--- config.mk ---
export PLATFORM = sky130hd
export DESIGN_NAME = divrem_seq
export DESIGN_NICKNAME = d
export VERILOG_FILES = /design/src/rtl/divrem_pkg.sv /design/src/rtl/divrem_step.sv /design/src/rtl/divrem_seq.sv
export SDC_FILE = /design/constraint.sdc
export NUM_CORES = 1
export LEC_CHECK = 0
export CELL_PAD_IN_SITES_DETAIL_PLACEMENT = 1
export CELL_PAD_IN_SITES_GLOBAL_PLACEMENT = 1
export CORE_MARGIN = 2
export CORE_UTILIZATION = 39
export DETAILED_ROUTE_END_ITERATION = 16
export PLACE_DENSITY_LB_ADDON = 0.1
export SLEW_MARGIN = 40
export SYNTH_ARGS = -nofsm -noshare
export SYNTH_HDL_FRONTEND = slang
export SYNTH_SLANG_ARGS = --single-unit
--- constraint.sdc ---
create_clock -name clk -period 5.2 [get_ports clk]
set_clock_uncertainty 0.2 [all_clocks]
set_input_delay 0.52 -clock clk [delete_from_list [all_inputs] [get_ports clk]]
set_output_delay 0.52 -clock clk [all_outputs]
set_load 0.05 [all_outputs]
--- src/rtl/divrem_pkg.sv ---
// Shared definitions for the sequential divide/remainder engine:
// FSM encoding, default operand width and iteration count.
package divrem_pkg;

    localparam int DEF_XLEN  = 32;
    localparam int DIV_ITERS = DEF_XLEN;

    typedef enum logic [1:0] {
        ST_IDLE = 2'd0,
        ST_CALC = 2'd1,
        ST_DONE = 2'd2
    } div_state_e;

endpackage

--- src/rtl/divrem_step.sv ---
// One restoring radix-2 iteration: shift in the next dividend bit,
// trial-subtract the divisor and keep or restore the partial remainder.
module divrem_step #(
    parameter int XLEN = 32
) (
    input  logic [XLEN-1:0] part_rem,
    input  logic            dvd_msb,
    input  logic [XLEN-1:0] divisor,
    output logic [XLEN-1:0] part_rem_next,
    output logic            q_bit
);

    logic [XLEN:0] shifted;
    logic [XLEN:0] trial;

    // part_rem < divisor, so the XLEN+1 bit difference never wraps and
    // its MSB is a valid sign.
    always_comb begin
        shifted       = {part_rem, dvd_msb};
        trial         = shifted - {1'b0, divisor};
        q_bit         = ~trial[XLEN];
        part_rem_next = q_bit ? trial[XLEN-1:0] : shifted[XLEN-1:0];
    end

endmodule

--- src/rtl/divrem_seq.sv ---
// Sequential 32-cycle restoring divider with RISC-V DIV/DIVU/REM/REMU
// semantics; results are held until the next completion.
module divrem_seq
    import divrem_pkg::*;
#(
    parameter int XLEN = DEF_XLEN
) (
    input  logic            clk,
    input  logic            cpurst_n,
    input  logic [XLEN-1:0] dividend,
    input  logic [XLEN-1:0] divider,
    input  logic            divsigned,
    input  logic            diven_p,
    output logic [XLEN-1:0] quo,
    output logic [XLEN-1:0] rem,
    output logic            diven,
    output logic            divout_valid
);

    localparam int              CNT_W    = $clog2(XLEN);
    localparam logic [CNT_W-1:0] LAST_CNT = CNT_W'(XLEN - 1);

    div_state_e       state_q, state_d;
    logic [CNT_W-1:0] cnt_q, cnt_d;
    logic [XLEN-1:0]  pr_q, pr_d;
    logic [XLEN-1:0]  dvd_q, dvd_d;
    logic [XLEN-1:0]  dsr_q, dsr_d;
    logic             qsign_q, qsign_d;
    logic             rsign_q, rsign_d;
    logic [XLEN-1:0]  quo_q, quo_d;
    logic [XLEN-1:0]  rem_q, rem_d;

    logic [XLEN-1:0]  a_abs, b_abs;
    logic [XLEN-1:0]  pr_next;
    logic             q_bit;
    logic [XLEN-1:0]  qmag;
    logic             div_zero;
    logic             last_iter;

    divrem_step #(.XLEN(XLEN)) u_step (
        .part_rem      (pr_q),
        .dvd_msb       (dvd_q[XLEN-1]),
        .divisor       (dsr_q),
        .part_rem_next (pr_next),
        .q_bit         (q_bit)
    );

    always_comb begin
        a_abs     = (divsigned & dividend[XLEN-1]) ? -dividend : dividend;
        b_abs     = (divsigned & divider[XLEN-1])  ? -divider  : divider;
        div_zero  = (divider == '0);
        last_iter = (cnt_q == LAST_CNT);
        qmag      = {dvd_q[XLEN-2:0], q_bit};
    end

    always_ff @(posedge clk or negedge cpurst_n) begin
        if (!cpurst_n) begin
            state_q <= ST_IDLE;
        end else begin
            state_q <= state_d;
        end
    end

    always_comb begin
        state_d = state_q;
        case (state_q)
            ST_IDLE: if (diven_p) state_d = div_zero ? ST_DONE : ST_CALC;
            ST_CALC: if (last_iter) state_d = ST_DONE;
            ST_DONE: state_d = ST_IDLE;
            default: state_d = ST_IDLE;
        endcase
    end

    always_comb begin
        diven        = (state_q == ST_CALC);
        divout_valid = (state_q == ST_DONE);
    end

    // Datapath: operand capture in IDLE, one quotient bit per CALC cycle,
    // result registers only written on the way into DONE.
    always_comb begin
        cnt_d   = cnt_q;
        pr_d    = pr_q;
        dvd_d   = dvd_q;
        dsr_d   = dsr_q;
        qsign_d = qsign_q;
        rsign_d = rsign_q;
        quo_d   = quo_q;
        rem_d   = rem_q;
        case (state_q)
            ST_IDLE: begin
                if (diven_p) begin
                    if (div_zero) begin
                        quo_d = '1;
                        rem_d = dividend;
                    end else begin
                        dvd_d   = a_abs;
                        dsr_d   = b_abs;
                        qsign_d = divsigned & (dividend[XLEN-1] ^ divider[XLEN-1]);
                        rsign_d = divsigned & dividend[XLEN-1];
                        pr_d    = '0;
                        cnt_d   = '0;
                    end
                end
            end
            ST_CALC: begin
                pr_d  = pr_next;
                dvd_d = qmag;
                cnt_d = cnt_q + 1'b1;
                if (last_iter) begin
                    quo_d = qsign_q ? -qmag : qmag;
                    rem_d = rsign_q ? -pr_next : pr_next;
                end
            end
            default: ;
        endcase
    end

    always_ff @(posedge clk or negedge cpurst_n) begin
        if (!cpurst_n) begin
            cnt_q   <= '0;
            pr_q    <= '0;
            dvd_q   <= '0;
            dsr_q   <= '0;
            qsign_q <= 1'b0;
            rsign_q <= 1'b0;
            quo_q   <= '0;
            rem_q   <= '0;
        end else begin
            cnt_q   <= cnt_d;
            pr_q    <= pr_d;
            dvd_q   <= dvd_d;
            dsr_q   <= dsr_d;
            qsign_q <= qsign_d;
            rsign_q <= rsign_d;
            quo_q   <= quo_d;
            rem_q   <= rem_d;
        end
    end

    assign quo = quo_q;
    assign rem = rem_q;

endmodule

# Word level (Yosys, flattened, before mapping)
# Index checks and enable logic that the tools add are counted.
op_classes:
  add_sub_neg: 6
  n_mul: 0
  n_div: 0
  magnitude_cmp: 0
  eq_ne: 7
  shift: 0
  muxes: 26
  n_bitwise: 6
  n_reduce_logical: 7
ops:
  columns: ["operator", "n"]
  rows:
  - ["32-bit 2-to-1 mux", 15]
  - ["32-bit one-hot mux with 2 select lines", 4]
  - ["32-bit negator", 4]
  - ["33-bit by 32-bit subtractor with 33-bit output", 1]
  - ["32-bit zero test", 1]
  - ["5-bit 2-to-1 mux", 2]
  - ["5-bit one-hot mux with 2 select lines", 1]
  - ["2-bit 2-to-1 mux", 3]
  - ["2-bit inequality test, second input constant", 3]
  - ["3-bit AND reduction", 2]
  - ["5-bit by 1-bit adder with 5-bit output, second input constant", 1]
  - ["5-bit == test, second input constant", 1]
  - ["2-bit one-hot mux with 2 select lines", 1]
  - ["4-bit AND reduction", 1]
  - ["1-bit bitwise AND", 3]
  - ["2-bit by 1-bit == test with 1-bit output, second input constant", 1]
  - ["2-bit == test, second input constant", 1]
  - ["2-bit zero test", 1]
  - ["2-bit by 1-bit inequality test with 1-bit output, second input constant", 1]
  - ["1-bit NOT", 2]
  - ["2-bit AND reduction", 1]
  - ["2-bit nonzero test", 1]
  - ["1-bit XOR", 1]
totals:
  register_bits: 169
  latch_bits: 0
  ramBits: 0
  rom_bits: 0
  word_cells: 61
  memories: 0

# Longest topological paths before layout
logic_depth:
  ltp_word: 6
  mapped_depth: 25
  mapped_depth_nobuf: 23

# Modules after synthesis
# A second synthesis with hierarchy kept.
unflattened:
  hier_cells: 1326
  hier_area_um2: 11644.9
by_module_without_submodules:
  columns: ["module", "instances", "cells_per_inst", "area_each_um2", "seq_area_each_um2"]
  rows:
  - ["divrem_seq", 1, 1021, 9286.4, 4229.1]
  - ["divrem_step", 1, 305, 2358.5, 0.0]

# Worst setup path before layout
# Ideal clock, no wire load.
synth_path:
  path_type: "reg2reg"
  startpoint: "reg dvd_q[31]"
  endpoint: "reg rem_q[24] (netlist: rem[24])"
  setup_time_ns: 0.126
  arrival_ns: 5.164
  t_required_ns: 4.874
  path_slack_ns: -0.290
  stages_incl_launch_ff: 25
  n_path_buf: 2
  period_less_slack_ns: 5.490
  path_cell_list: "dfrtp_1 inv_1 ha_1 inv_1 fa_1 and3_1 o211a_1 o21ai_1 a2111oi_4 nor3_2 nor2_4 inv_2 buf_2 buf_2 mux2i_1 ha_1 inv_1 nor4_1 or3b_2 or4_4 o21ai_2 nand2_2 o21ai_0 xor2_1 a221o_1"
synth_via:
  elab_chain_cells: 6
synth_rtl:
  columns: ["item", "line_no", "source"]
  rows:
  - ["start: declaration", "divrem_seq.sv:26", "logic [XLEN-1:0] dvd_q, dvd_d;"]
  - ["start signal: assignment", "divrem_seq.sv:132", "dvd_q <= dvd_d;"]
  - ["33-bit by 32-bit subtractor with 33-bit output", "divrem_step.sv:20", "trial = shifted - {1'b0, divisor};"]
  - ["32-bit 2-to-1 mux (*)", "divrem_step.sv:22", "part_rem_next = q_bit ? trial[XLEN-1:0] : shifted[XLEN-1:0];"]
  - ["32-bit negator", "divrem_seq.sv:112", "rem_d = rsign_q ? -pr_next : pr_next;"]
  - ["32-bit 2-to-1 mux (*)", "divrem_seq.sv:112", null]
  - ["32-bit 2-to-1 mux (*)", "divrem_seq.sv:110", "if (last_iter) begin"]
  - ["32-bit one-hot mux with 2 select lines (*)", "divrem_seq.sv:90", "case (state_q)"]
  - ["end signal: assignment", "divrem_seq.sv:137", "rem_q <= rem_d;"]
  - ["end: declaration", "divrem_seq.sv:31", "logic [XLEN-1:0] rem_q, rem_d;"]
# Every way passes the cells marked *; elsewhere a longest branch is shown, timed or not. The select of a mux whose other input is x is not followed.
# A chain may end at the register's enable or synchronous reset.

# Worst setup path in the final report
layout_path:
  startpoint: "reg pr_q[8]"
  endpoint: "reg rem_q[26] (netlist: rem[26])"
layout_via:
  elab_chain_cells: 6
layout_rtl:
  columns: ["item", "line_no", "source"]
  rows:
  - ["start: declaration", "divrem_seq.sv:25", "logic [XLEN-1:0] pr_q, pr_d;"]
  - ["start signal: assignment", "divrem_seq.sv:131", "pr_q <= pr_d;"]
  - ["33-bit by 32-bit subtractor with 33-bit output", "divrem_step.sv:20", null]
  - ["32-bit 2-to-1 mux (*)", "divrem_step.sv:22", null]
  - ["32-bit negator", "divrem_seq.sv:112", null]
  - ["32-bit 2-to-1 mux (*)", "divrem_seq.sv:112", null]
  - ["32-bit 2-to-1 mux (*)", "divrem_seq.sv:110", null]
  - ["32-bit one-hot mux with 2 select lines (*)", "divrem_seq.sv:90", null]
# Marked as above.

==> metrics <==
XOR/XNOR Fraction of Synth Area 9.49%; Placer Congestion 0.919; Startpoint Class flop; total gr overflow 0; FF+latch count, synth 169; H-tree depth 4; status finished clean; mux cell area share after synthesis 2.76%; Final Max Slew Viols 0; Synth Flop Type dfrtp_1; post-synthesis compound-gate area fraction 24.5%; Die Span Y 182 um; net switching power figure 6440 uW; Site Rows 65; final hold viol count 0; clock power share 11.1%; via count roughly 12,000; Hold WC Path Type flop to flop; CP startpoint pr_q[8]; clk buf depth 2; Comb pwr share 68.9%; # port buffers 133; EDFF count, synth 0; Starting Density 39.4%; Die ar. 33,200 um2; initial antenna violation count 0; Core ar. between 30,000 and 40,000 um2; simple-gate share of the synthesized area 20.1%; Remaining DRCs 0; clk_lat worst skew around 0.45 ns; RR Startpoint pr_q[8]; Reg power frac 20.0%; Die W 182 um; max_cap viols 0; DP HPWL 32,400 um; fraction of layout cells with a size suffix above 1 around 10%; final setup fails 0; area grow syn2layout 23.3%; Final TNS setup 0 ns; sequential cell area between 4000 and 5000 um2; Clock transition at path regs 0.08 ns; Worst Reg-to-Reg Cells 19; GRT Total Usage 25.7%; Ys Warns 0; most numerous cell in the Yosys netlist nor2_1; vias in the first global route 12,000; fmax 0.192 GHz; routed vias/inst 5.69; sequential element share of the synthesized area 34.2%; Peak VDD IR slightly below 0.4 mV; top post-synthesis cells by area dfrtp_1 34%, a21oi_1 6.9%, xor2_1 5.5%; Synth Area in Adders between 4 and 5%; ys async rst share 100%; Slew HR 46.8%; Worst EP arrival 5.32 ns; CTS tree built; P_leak 0.00618 uW; P per Cell Area roughly 810 nW/um2; Nets around 1,800; Util after Layout 48.6%; CP required approximately 5.3 ns; Post-Syn Area 12,400 um2; Sw Ratio 52.2%; Syn Nets 1,649; post-route ant nets 0; Synth area leader dfrtp_1; Pint 5900 uW; syn avg cell area 8.02 um2; Pre-antenna DRT Iters 5; largest net degree at the start of global routing 92; Final period util 100%; first-pass GRT wire length ~67,000 um; hold path start dsr_q[27]; crit-path max FO 5; Iter 0 DRT Violations 663; WL final roughly 42,000 um; largest family of logic cells by synthesized area compound AO/OA/AOI/OAI gates; layout filler cell count 3,769; critical path endpoint category flop; post-layout min period 5.20 ns; critical path type flop to flop; Post-synth top cells 179 x nor2_1, 170 x a21oi_1, 169 x dfrtp_1; pin slew with the least headroom to its limit 0.788 ns; Clock Sinks 169; Root Buffer clkbuf_16; per-cell routed wire length 20.3 um; IO Count ~130; hold path depth 2; Diodes inserted 0; CTS Buf Count 17; Syn Inst Count 1,542; area of the multi-input gates 7710 um2; Netlist cell types 83; top-area cell type share of the netlist area 34.2%; RSZ-0062 raised after global routing true
## cells by family (layout without fill, tap and decap cells)
group | Yosys count | in the layout
muxes | 31 | 31
xor gates and xnor gates | 134 | 134
adders and majority gates | 39 | 39
buffers and inverters | 148 | 298
DFF | 169 | 169
and+or+nand+nor | 533 | 533
AOI/OAI and AO/OA | 488 | 488
## sequential cells by signal (all words and copies together), names as in the netlist
register,cells
rsign_q,1
dsr_q,32
qsign_q,1
pr_q,32
rem,32
state_q,2
dvd_q,32
cnt_q,5
quo,32
## power groups by stage
stage	clock network, uW	registers (uW)	logic (uW)
after global placement	0	2450	7990
after detailed placement	0	2480	8110
after CTS	1410	2450	8190
after floorplan	0	2870	5190
final	1370	2460	8500
after global routing	1440	2540	9310
## through the flow
step                      hold slack (ns)  std cells  instance area (um2)  worst slack (ns)  power (uW)
after detailed placement            0.269       2055                14500           -0.0694       10600
after floorplan                    0.0244       1542                12400           0.00293        8060
after CTS                           0.286       2088                15100           0.00112       12000
after global placement              0.264       2055                14500            0.0903       10400
after global routing                0.318       2094                15300            -0.168       13300
final                               0.277       2094                15300          0.000510       12300
## cell usage in the layout (no fill, tap or decap), types with 10 or more instances in the layout
cell type,n
nand2_1,163
nor3_1,27
ha_1,33
or3_1,24
o21ai_0,122
a21oi_1,169
nand3_1,23
clkdlybuf4s50_1,132
mux2i_1,21
xnor2_1,56
dfrtp_1,166
nand2b_1,11
and3_1,14
nor4_1,19
a211oi_1,10
nor2_1,179
clkbuf_16,17
or4_1,12
a31oi_1,36
o31ai_1,24
buf_4,70
inv_1,54
a21o_1,19
xor2_1,78
and2_1,12
o21ai_1,13
nand4_1,10
## repair_timing
| action | in CTS | in global routing |
|---|---|---|
| endpoints found under the setup margin | 8 | 12 |
| buffers inserted | 1 | 6 |
| gates cloned | 0 | 0 |
| hold buffers | 1 | 0 |
| gates resized for setup | 3 | 18 |
| pin swaps | 3 | 14 |
| endpoints found under the hold margin | 78 | 0 |
## routing by layer
layer,track usage (%),vias up,part of all wire [%]
met1,34.5,5891,47
li1,-,5755,-
met2,43.9,219,48
met5,0,-,0
met4,7.94,0,2.2
met3,2.69,47,2.6
## worst max-delay path, cell delays in order (launching register included)
cell	delay, ns
dfrtp_2	0.46
ha_4	0.31
a21oi_4	0.06
o211a_1	0.25
o41a_1	0.49
a2111oi_4	0.56
o21a_4	0.23
nor2_4	0.04
inv_4	0.08
mux2i_4	0.26
ha_4	0.18
inv_4	0.04
nor4_4	0.11
or3b_4	0.40
or4_4	0.51
o21ai_4	0.12
nand2_2	0.11
o41ai_4	0.36
xor2_1	0.19
o21ai_1	0.09
## worst paths after layout
check	slack (ns)	to
min in group asynchronous	0.46	quo[23]
max in group asynchronous	3.35	pr_q[7]
min	0.28	dsr_q[27]
max reg2reg	0.0005	rem[26]
min reg2reg	0.28	dsr_q[27]
max	0.0005	rem[26]
## final cells by class
| class | count | area share (%) |
|---|---|---|
| clock buffers | 17 | 2.79 |
| clock inverters | 14 | 1.21 |
| inverters | 58 | 1.47 |
| multi-input cells | 1225 | 50.6 |
| flip-flops and latches | 169 | 27.7 |
| well taps | 402 | 3.30 |
| repair buffers | 209 | 12.9 |
(Power assumes the default switching activity.)
